## src/rtl/matrix_loader_if.sv

```systemverilog
// Handshake and memory write-port bundle between the element source, the loader and matrix_memory.
// The master side is the host stream source; the slave side is the loader itself.
interface matrix_loader_if #(
    parameter int DW = 8,
    parameter int AW = 7
);
    logic          start;
    logic [DW-1:0] in_data;
    logic          in_valid;
    logic          in_ready;
    logic [AW-1:0] addr;
    logic [DW-1:0] write_data;
    logic          write_enable;
    logic          read_enable;
    logic          busy;
    logic          done;

    modport master (
        output start, in_data, in_valid,
        input  in_ready, addr, write_data, write_enable, read_enable, busy, done
    );

    modport slave (
        input  start, in_data, in_valid,
        output in_ready, addr, write_data, write_enable, read_enable, busy, done
    );
endinterface

```

## src/rtl/matrix_loader.sv

```systemverilog
// Streams a ROWS x COLS matrix into matrix_memory, then snapshots it and pulses done.
// Define LOADER_TRANSPOSE_EN to store the matrix column-major (transposed B operand).
module matrix_loader #(
    parameter int ROWS = 10,
    parameter int COLS = 10,
    parameter int DW   = 8,
    parameter int AW   = 7
) (
    input  logic            clk,
    input  logic            rst,
    matrix_loader_if.slave  bus
);
    localparam int RW = (ROWS > 1) ? $clog2(ROWS) : 1;
    localparam int CW = (COLS > 1) ? $clog2(COLS) : 1;
    localparam logic [RW-1:0] ROW_LAST = RW'(ROWS - 1);
    localparam logic [CW-1:0] COL_LAST = CW'(COLS - 1);
`ifdef LOADER_TRANSPOSE_EN
    localparam logic [AW-1:0] ADDR_STEP = AW'(ROWS);
`else
    localparam logic [AW-1:0] ADDR_STEP = AW'(1);
`endif

    typedef enum logic [2:0] {
        S_IDLE,
        S_LOAD,
        S_FLUSH,
        S_SNAP,
        S_DONE
    } state_t;

    state_t        r_state;
    state_t        w_next;
    logic [RW-1:0] r_row;
    logic [CW-1:0] r_col;
    logic [AW-1:0] r_runAddr;
    logic [AW-1:0] r_addr;
    logic [DW-1:0] r_writeData;
    logic          r_writeEnable;
    logic          w_beat;
    logic          w_colLast;
    logic          w_rowLast;
    logic          w_lastBeat;
    logic          w_inReady;
    logic          w_busy;
    logic          w_readEnable;
    logic          w_done;

    assign w_beat     = bus.in_valid && (r_state == S_LOAD);
    assign w_colLast  = (r_col == COL_LAST);
    assign w_rowLast  = (r_row == ROW_LAST);
    assign w_lastBeat = w_beat && w_colLast && w_rowLast;

    always_ff @(posedge clk) begin
        if (rst) begin
            r_state <= S_IDLE;
        end else begin
            r_state <= w_next;
        end
    end

    always_comb begin
        w_next       = r_state;
        w_inReady    = 1'b0;
        w_busy       = 1'b1;
        w_readEnable = 1'b0;
        w_done       = 1'b0;
        case (r_state)
            S_IDLE: begin
                w_busy = 1'b0;
                if (bus.start) begin
                    w_next = S_LOAD;
                end
            end
            S_LOAD: begin
                w_inReady = 1'b1;
                if (w_lastBeat) begin
                    w_next = S_FLUSH;
                end
            end
            S_FLUSH: begin
                w_next = S_SNAP;
            end
            S_SNAP: begin
                w_readEnable = 1'b1;
                w_next       = S_DONE;
            end
            S_DONE: begin
                w_done = 1'b1;
                w_next = S_IDLE;
            end
            default: begin
                w_next = S_IDLE;
            end
        endcase
    end

    // The running address always holds the address of the next element, so each
    // beat only copies it out and steps it; the counters only detect wrap points.
    always_ff @(posedge clk) begin
        if (rst) begin
            r_row         <= '0;
            r_col         <= '0;
            r_runAddr     <= '0;
            r_addr        <= '0;
            r_writeData   <= '0;
            r_writeEnable <= 1'b0;
        end else begin
            r_writeEnable <= w_beat;
            if (w_beat) begin
                r_addr      <= r_runAddr;
                r_writeData <= bus.in_data;
                if (w_colLast) begin
                    r_col <= '0;
                    if (w_rowLast) begin
                        r_row     <= '0;
                        r_runAddr <= '0;
                    end else begin
                        r_row     <= r_row + 1'b1;
`ifdef LOADER_TRANSPOSE_EN
                        r_runAddr <= AW'(r_row) + AW'(1);
`else
                        r_runAddr <= r_runAddr + ADDR_STEP;
`endif
                    end
                end else begin
                    r_col     <= r_col + 1'b1;
                    r_runAddr <= r_runAddr + ADDR_STEP;
                end
            end
        end
    end

    assign bus.in_ready     = w_inReady;
    assign bus.busy         = w_busy;
    assign bus.read_enable  = w_readEnable;
    assign bus.done         = w_done;
    assign bus.addr         = r_addr;
    assign bus.write_data   = r_writeData;
    assign bus.write_enable = r_writeEnable;
endmodule

```

## src/flat_wrapper.sv

```systemverilog
// flat-port wrapper written by rule: the top's interface ports become plain ports
module matrix_loader_flat 
#(
    parameter int ROWS = 10,
    parameter int COLS = 10,
    parameter int DW   = 8,
    parameter int AW   = 7
)
  (clk, rst, bus_start, bus_in_data, bus_in_valid, bus_in_ready, bus_addr, bus_write_data, bus_write_enable, bus_read_enable, bus_busy, bus_done);
  matrix_loader_if #(.DW(DW), .AW(AW)) bus_i ();
  input  logic clk;
  input  logic rst;
  input wire logic [$bits(bus_i.start)-1:0] bus_start;
  input wire logic [$bits(bus_i.in_data)-1:0] bus_in_data;
  input wire logic [$bits(bus_i.in_valid)-1:0] bus_in_valid;
  output wire logic [$bits(bus_i.in_ready)-1:0] bus_in_ready;
  output wire logic [$bits(bus_i.addr)-1:0] bus_addr;
  output wire logic [$bits(bus_i.write_data)-1:0] bus_write_data;
  output wire logic [$bits(bus_i.write_enable)-1:0] bus_write_enable;
  output wire logic [$bits(bus_i.read_enable)-1:0] bus_read_enable;
  output wire logic [$bits(bus_i.busy)-1:0] bus_busy;
  output wire logic [$bits(bus_i.done)-1:0] bus_done;
  assign bus_i.start = bus_start;
  assign bus_i.in_data = bus_in_data;
  assign bus_i.in_valid = bus_in_valid;
  assign bus_in_ready = bus_i.in_ready;
  assign bus_addr = bus_i.addr;
  assign bus_write_data = bus_i.write_data;
  assign bus_write_enable = bus_i.write_enable;
  assign bus_read_enable = bus_i.read_enable;
  assign bus_busy = bus_i.busy;
  assign bus_done = bus_i.done;
  matrix_loader #(.ROWS(ROWS), .COLS(COLS), .DW(DW), .AW(AW)) u_core (.clk(clk), .rst(rst), .bus(bus_i));
endmodule
```

## config.mk

```make
export PLATFORM = sky130hd
export DESIGN_NAME = matrix_loader_flat
export DESIGN_NICKNAME = d
export VERILOG_FILES = /design/src/rtl/matrix_loader_if.sv /design/src/rtl/matrix_loader.sv /design/src/flat_wrapper.sv
export SDC_FILE = /design/constraint.sdc
export NUM_CORES = 1
export LEC_CHECK = 0
export CAP_MARGIN = 20
export CORE_ASPECT_RATIO = 0.9
export CORE_MARGIN = 2
export CORE_UTILIZATION = 50
export DETAILED_ROUTE_END_ITERATION = 12
export DONT_BUFFER_PORTS = 1
export PLACE_DENSITY = 0.61
export REMOVE_ABC_BUFFERS = 1
export SYNTH_ARGS = -nofsm -noshare
export SYNTH_HDL_FRONTEND = slang
export SYNTH_SLANG_ARGS = --single-unit
```

## constraint.sdc

```tcl
create_clock -name clk -period 1.7 [get_ports clk]
set_clock_uncertainty 0.05 [all_clocks]
set_input_delay 0.425 -clock clk [delete_from_list [all_inputs] [get_ports clk]]
set_output_delay 0.425 -clock clk [all_outputs]
set_load 0.05 [all_outputs]
```

==> flow_metrics.env, run 1 <==
export IMPL_status="finished, final reports clean"
export IMPL_p_per_area_nw_per_um2=841
export IMPL_fin_crit_ns=1.69
export IMPL_rr_worst_depth=5
export IMPL_route_met3_wl_um=155
export IMPL_min_from="rst"
export IMPL_dieArea_um2=3290
export IMPL_syn_area_per_cell_um2=8.68
export IMPL_grt_pass1_vias=990
export IMPL_dp_cells=203
export IMPL_clkTransAtPathRegs_ns=0.10
export IMPL_setup_worst_path_start="u_core.r_state[1]"
export IMPL_antenna_found_initial=0
export IMPL_routed_wl_um=2690
export IMPL_start_util=0.522
export IMPL_rr_endpoint="u_core.r_runAddr[4]"
export IMPL_r2r_setup_slack_ns=0.22
export IMPL_grt_pass1_wl_um=4150
export IMPL_final_common_cell="nand2_1"
export IMPL_diodes=0
export IMPL_synth_seq_cells=34
export IMPL_layout_cells_non_filler=211
export IMPL_route_met2_wl_um=1400
export IMPL_crit_type="flip-flop to primary output"
export IMPL_power_leakage_nw=0.581
export IMPL_ios=32
export IMPL_final_hold_violation_count=0
export IMPL_min_path_type="input pin to flip-flop"
export IMPL_clock_latency_ns=0.33
export IMPL_hpwl_um=1900
export IMPL_place_area_um2=1490
export IMPL_synth_top_area_frac=0.478
export IMPL_portBuffers=0
export IMPL_cpPeakStageDelay_ns=0.38
export IMPL_grt_usage=0.177
export IMPL_topRoutingLayerUsed="met4"
export IMPL_final_cell_mix="nand2_1, dfxtp_1, a21oi_1"
export IMPL_fin_util=0.583
export IMPL_p_total_mw=1.34
export IMPL_period_share=0.993
export IMPL_final_cell_area_um2=1590
export IMPL_required_ns=1.22
export IMPL_firstDrtPassIters=4
export IMPL_fp_dieH_um=54.6
export IMPL_nets=184
export IMPL_synth_area_um2=1420
export IMPL_vias=1112
export IMPL_yosysSeqAreaShare=0.478
export IMPL_clock_sinks=34
export IMPL_routedWlPerCell_um=12.7
export IMPL_met1_length_um=1110
export IMPL_synth_area_leader_cell="dfxtp_1"
export IMPL_slew_violations=0
export IMPL_cts_hold_buf=0
export IMPL_holdPathStages=1
export IMPL_setup_viol=0
export IMPL_ir_worst_vdd_uv=544
export IMPL_core_region_area_um2=2730
export IMPL_grt_overflow_total=0
export IMPL_die_x_um=60.3
export IMPL_max_slew_margin=0.653
export IMPL_slowest_stage="dfxtp_4"
export IMPL_r2r_start="u_core.r_state[1]"
export IMPL_synth_warnings=0
export IMPL_cpMostUsedCell="buf_6"
export IMPL_syn2layout_area_growth_pct=11.5
export IMPL_rsz0062_at_grt="true"
export IMPL_max_freq_mhz=593
export IMPL_path_buf_inv=2
export IMPL_cts_htree_levels=2
export IMPL_cp_start_kind="flip-flop"
export IMPL_max_cap_violations=0
export IMPL_synth_cell_types=35
export IMPL_core_rowCount=18
export IMPL_viasPerCell=5.27
export IMPL_critical_path_arrival_ns=1.21
export IMPL_drtAntennaViolNets=0
export IMPL_crit_fanout=6
export IMPL_cts_buffer_depth=2
export IMPL_drc=0
export IMPL_crit_family="flip-flops"
export IMPL_hold_end="u_core.r_state[1]"
export IMPL_drt_iter0_markers=32
export IMPL_worstMarginPinSlew_ns=0.520
export IMPL_tritoncts="yes"
export IMPL_routabilityCongestion=0.791
export IMPL_drive_gt1_frac=0.152
export IMPL_synth_cells=164
export IMPL_cts_root_buf="clkbuf_4"
export IMPL_end_kind="primary output"
export IMPL_cts_buffers=5
export IMPL_grt_max_degree=31
export IMPL_worstPathCellList="buf_6 > nor3b_4 > buf_6"
export IMPL_hold_ws_ns=0.0984
export IMPL_synth_area_leaders="dfxtp_1, nand2_1, a21oi_1"
kinds of logic (layout without fill, tap and decap cells):
family                     Yosys count  count (layout)  synth area share
adders and majority gates            1               1           0.00879
muxes                                1               1           0.00703
buffers and inverters               10              17            0.0448
DFF                                 34              34             0.478
AOI/OAI and AO/OA                   29              29             0.119
and+or+nand+nor                     80              80             0.287
xor gates and xnor gates             9               9            0.0554
worst register-to-register path, cell delays in order (launching register included):
cell      delay, ns
dfxtp_4        0.38
and4bb_1       0.34
buf_4          0.26
nand4_1        0.15
xor2_1         0.16
nor2_1         0.06
registers in the layout, indices dropped and copies added (netlist names):
name / count
u_core.r_state: 3
u_core.r_row: 4
u_core.bus.write_enable: 1
u_core.r_col: 4
u_core.r_runAddr: 7
u_core.bus.write_data: 8
u_core.bus.addr: 7
how the worst max path moves through the flow:
stage	endpoint	slack [ns]	cells after the start
after floorplan	bus_in_ready	-0.39	1
after global placement	bus_busy	0.27	1
after detailed placement	u_core.r_state[1]	0.21	4
after CTS	bus_in_ready	-0.003	3
after global routing	bus_done	-0.05	3
final	bus_done	0.01	3
synth_stat cells (all sizes together):
master	instances
nand2	38
dfxtp	34
a21oi	19
nor2	13
buf	7
nor2b	6
xor2	6
nand3	4
clkbuf	3
nand4	3
nor3b	3
o21ai	3
or3	3
xnor2	3
a211oi	2
and4b	2
nor3	2
a21o	1
a2bb2oi	1
a31oi	1
a41o	1
and2	1
and3b	1
and4bb	1
ha	1
mux2i	1
nand2b	1
nand4b	1
nand4bb	1
o31ai	1
repair_timing:
action / CTS / global route
hold endpoints to repair: 0 / 0
setup buffers: 0 / 1
pin swaps: 1 / 3
setup endpoints to repair: 4 / 4
resized for setup: 6 / 7
area by class of cell:
type	count	area, um2
well taps	40	50.0
clock inverters	2	10.0
multi-input cells	120	707
clock buffers	5	37.5
flip-flops and latches	34	689
fillers	265	1140
repair buffers	10	93.8
per-stage QoR:
stage / worst slack (ns) / TNS (ns)
detailed placement: 0.205 / 0
floorplan: -0.391 / -0.872
CTS: -0.00274 / -0.00274
global route: -0.0521 / -0.133
global placement: 0.267 / 0
finish: 0.0123 / 0
metal layers:
metal,GRT usage,up-vias
met5,0,-
met4,0.0815,0
met3,0.0804,4
met2,0.313,25
met1,0.178,515
li1,-,568
power breakdown:
group | switching, mW | total [mW] | internal (mW)
combinational | 0.0480 | 0.0813 | 0.0333
clock | 0.249 | 0.398 | 0.148
sequential | 0.0473 | 0.857 | 0.810
total | 0.344 | 1.34 | 0.991
(Power assumes the default switching activity.)
==> run 2, diff against run 1 <==
--- a/config.mk
+++ b/config.mk
@@ -9,6 +9,7 @@
 export CORE_ASPECT_RATIO = 0.9
 export CORE_MARGIN = 2
 export CORE_UTILIZATION = 50
+export CTS_CLUSTER_DIAMETER = 100
 export DETAILED_ROUTE_END_ITERATION = 12
 export DONT_BUFFER_PORTS = 1
 export PLACE_DENSITY = 0.61
==> results of run 2 <==
The final DEF is identical to that of run 1; final timing and power are the same.
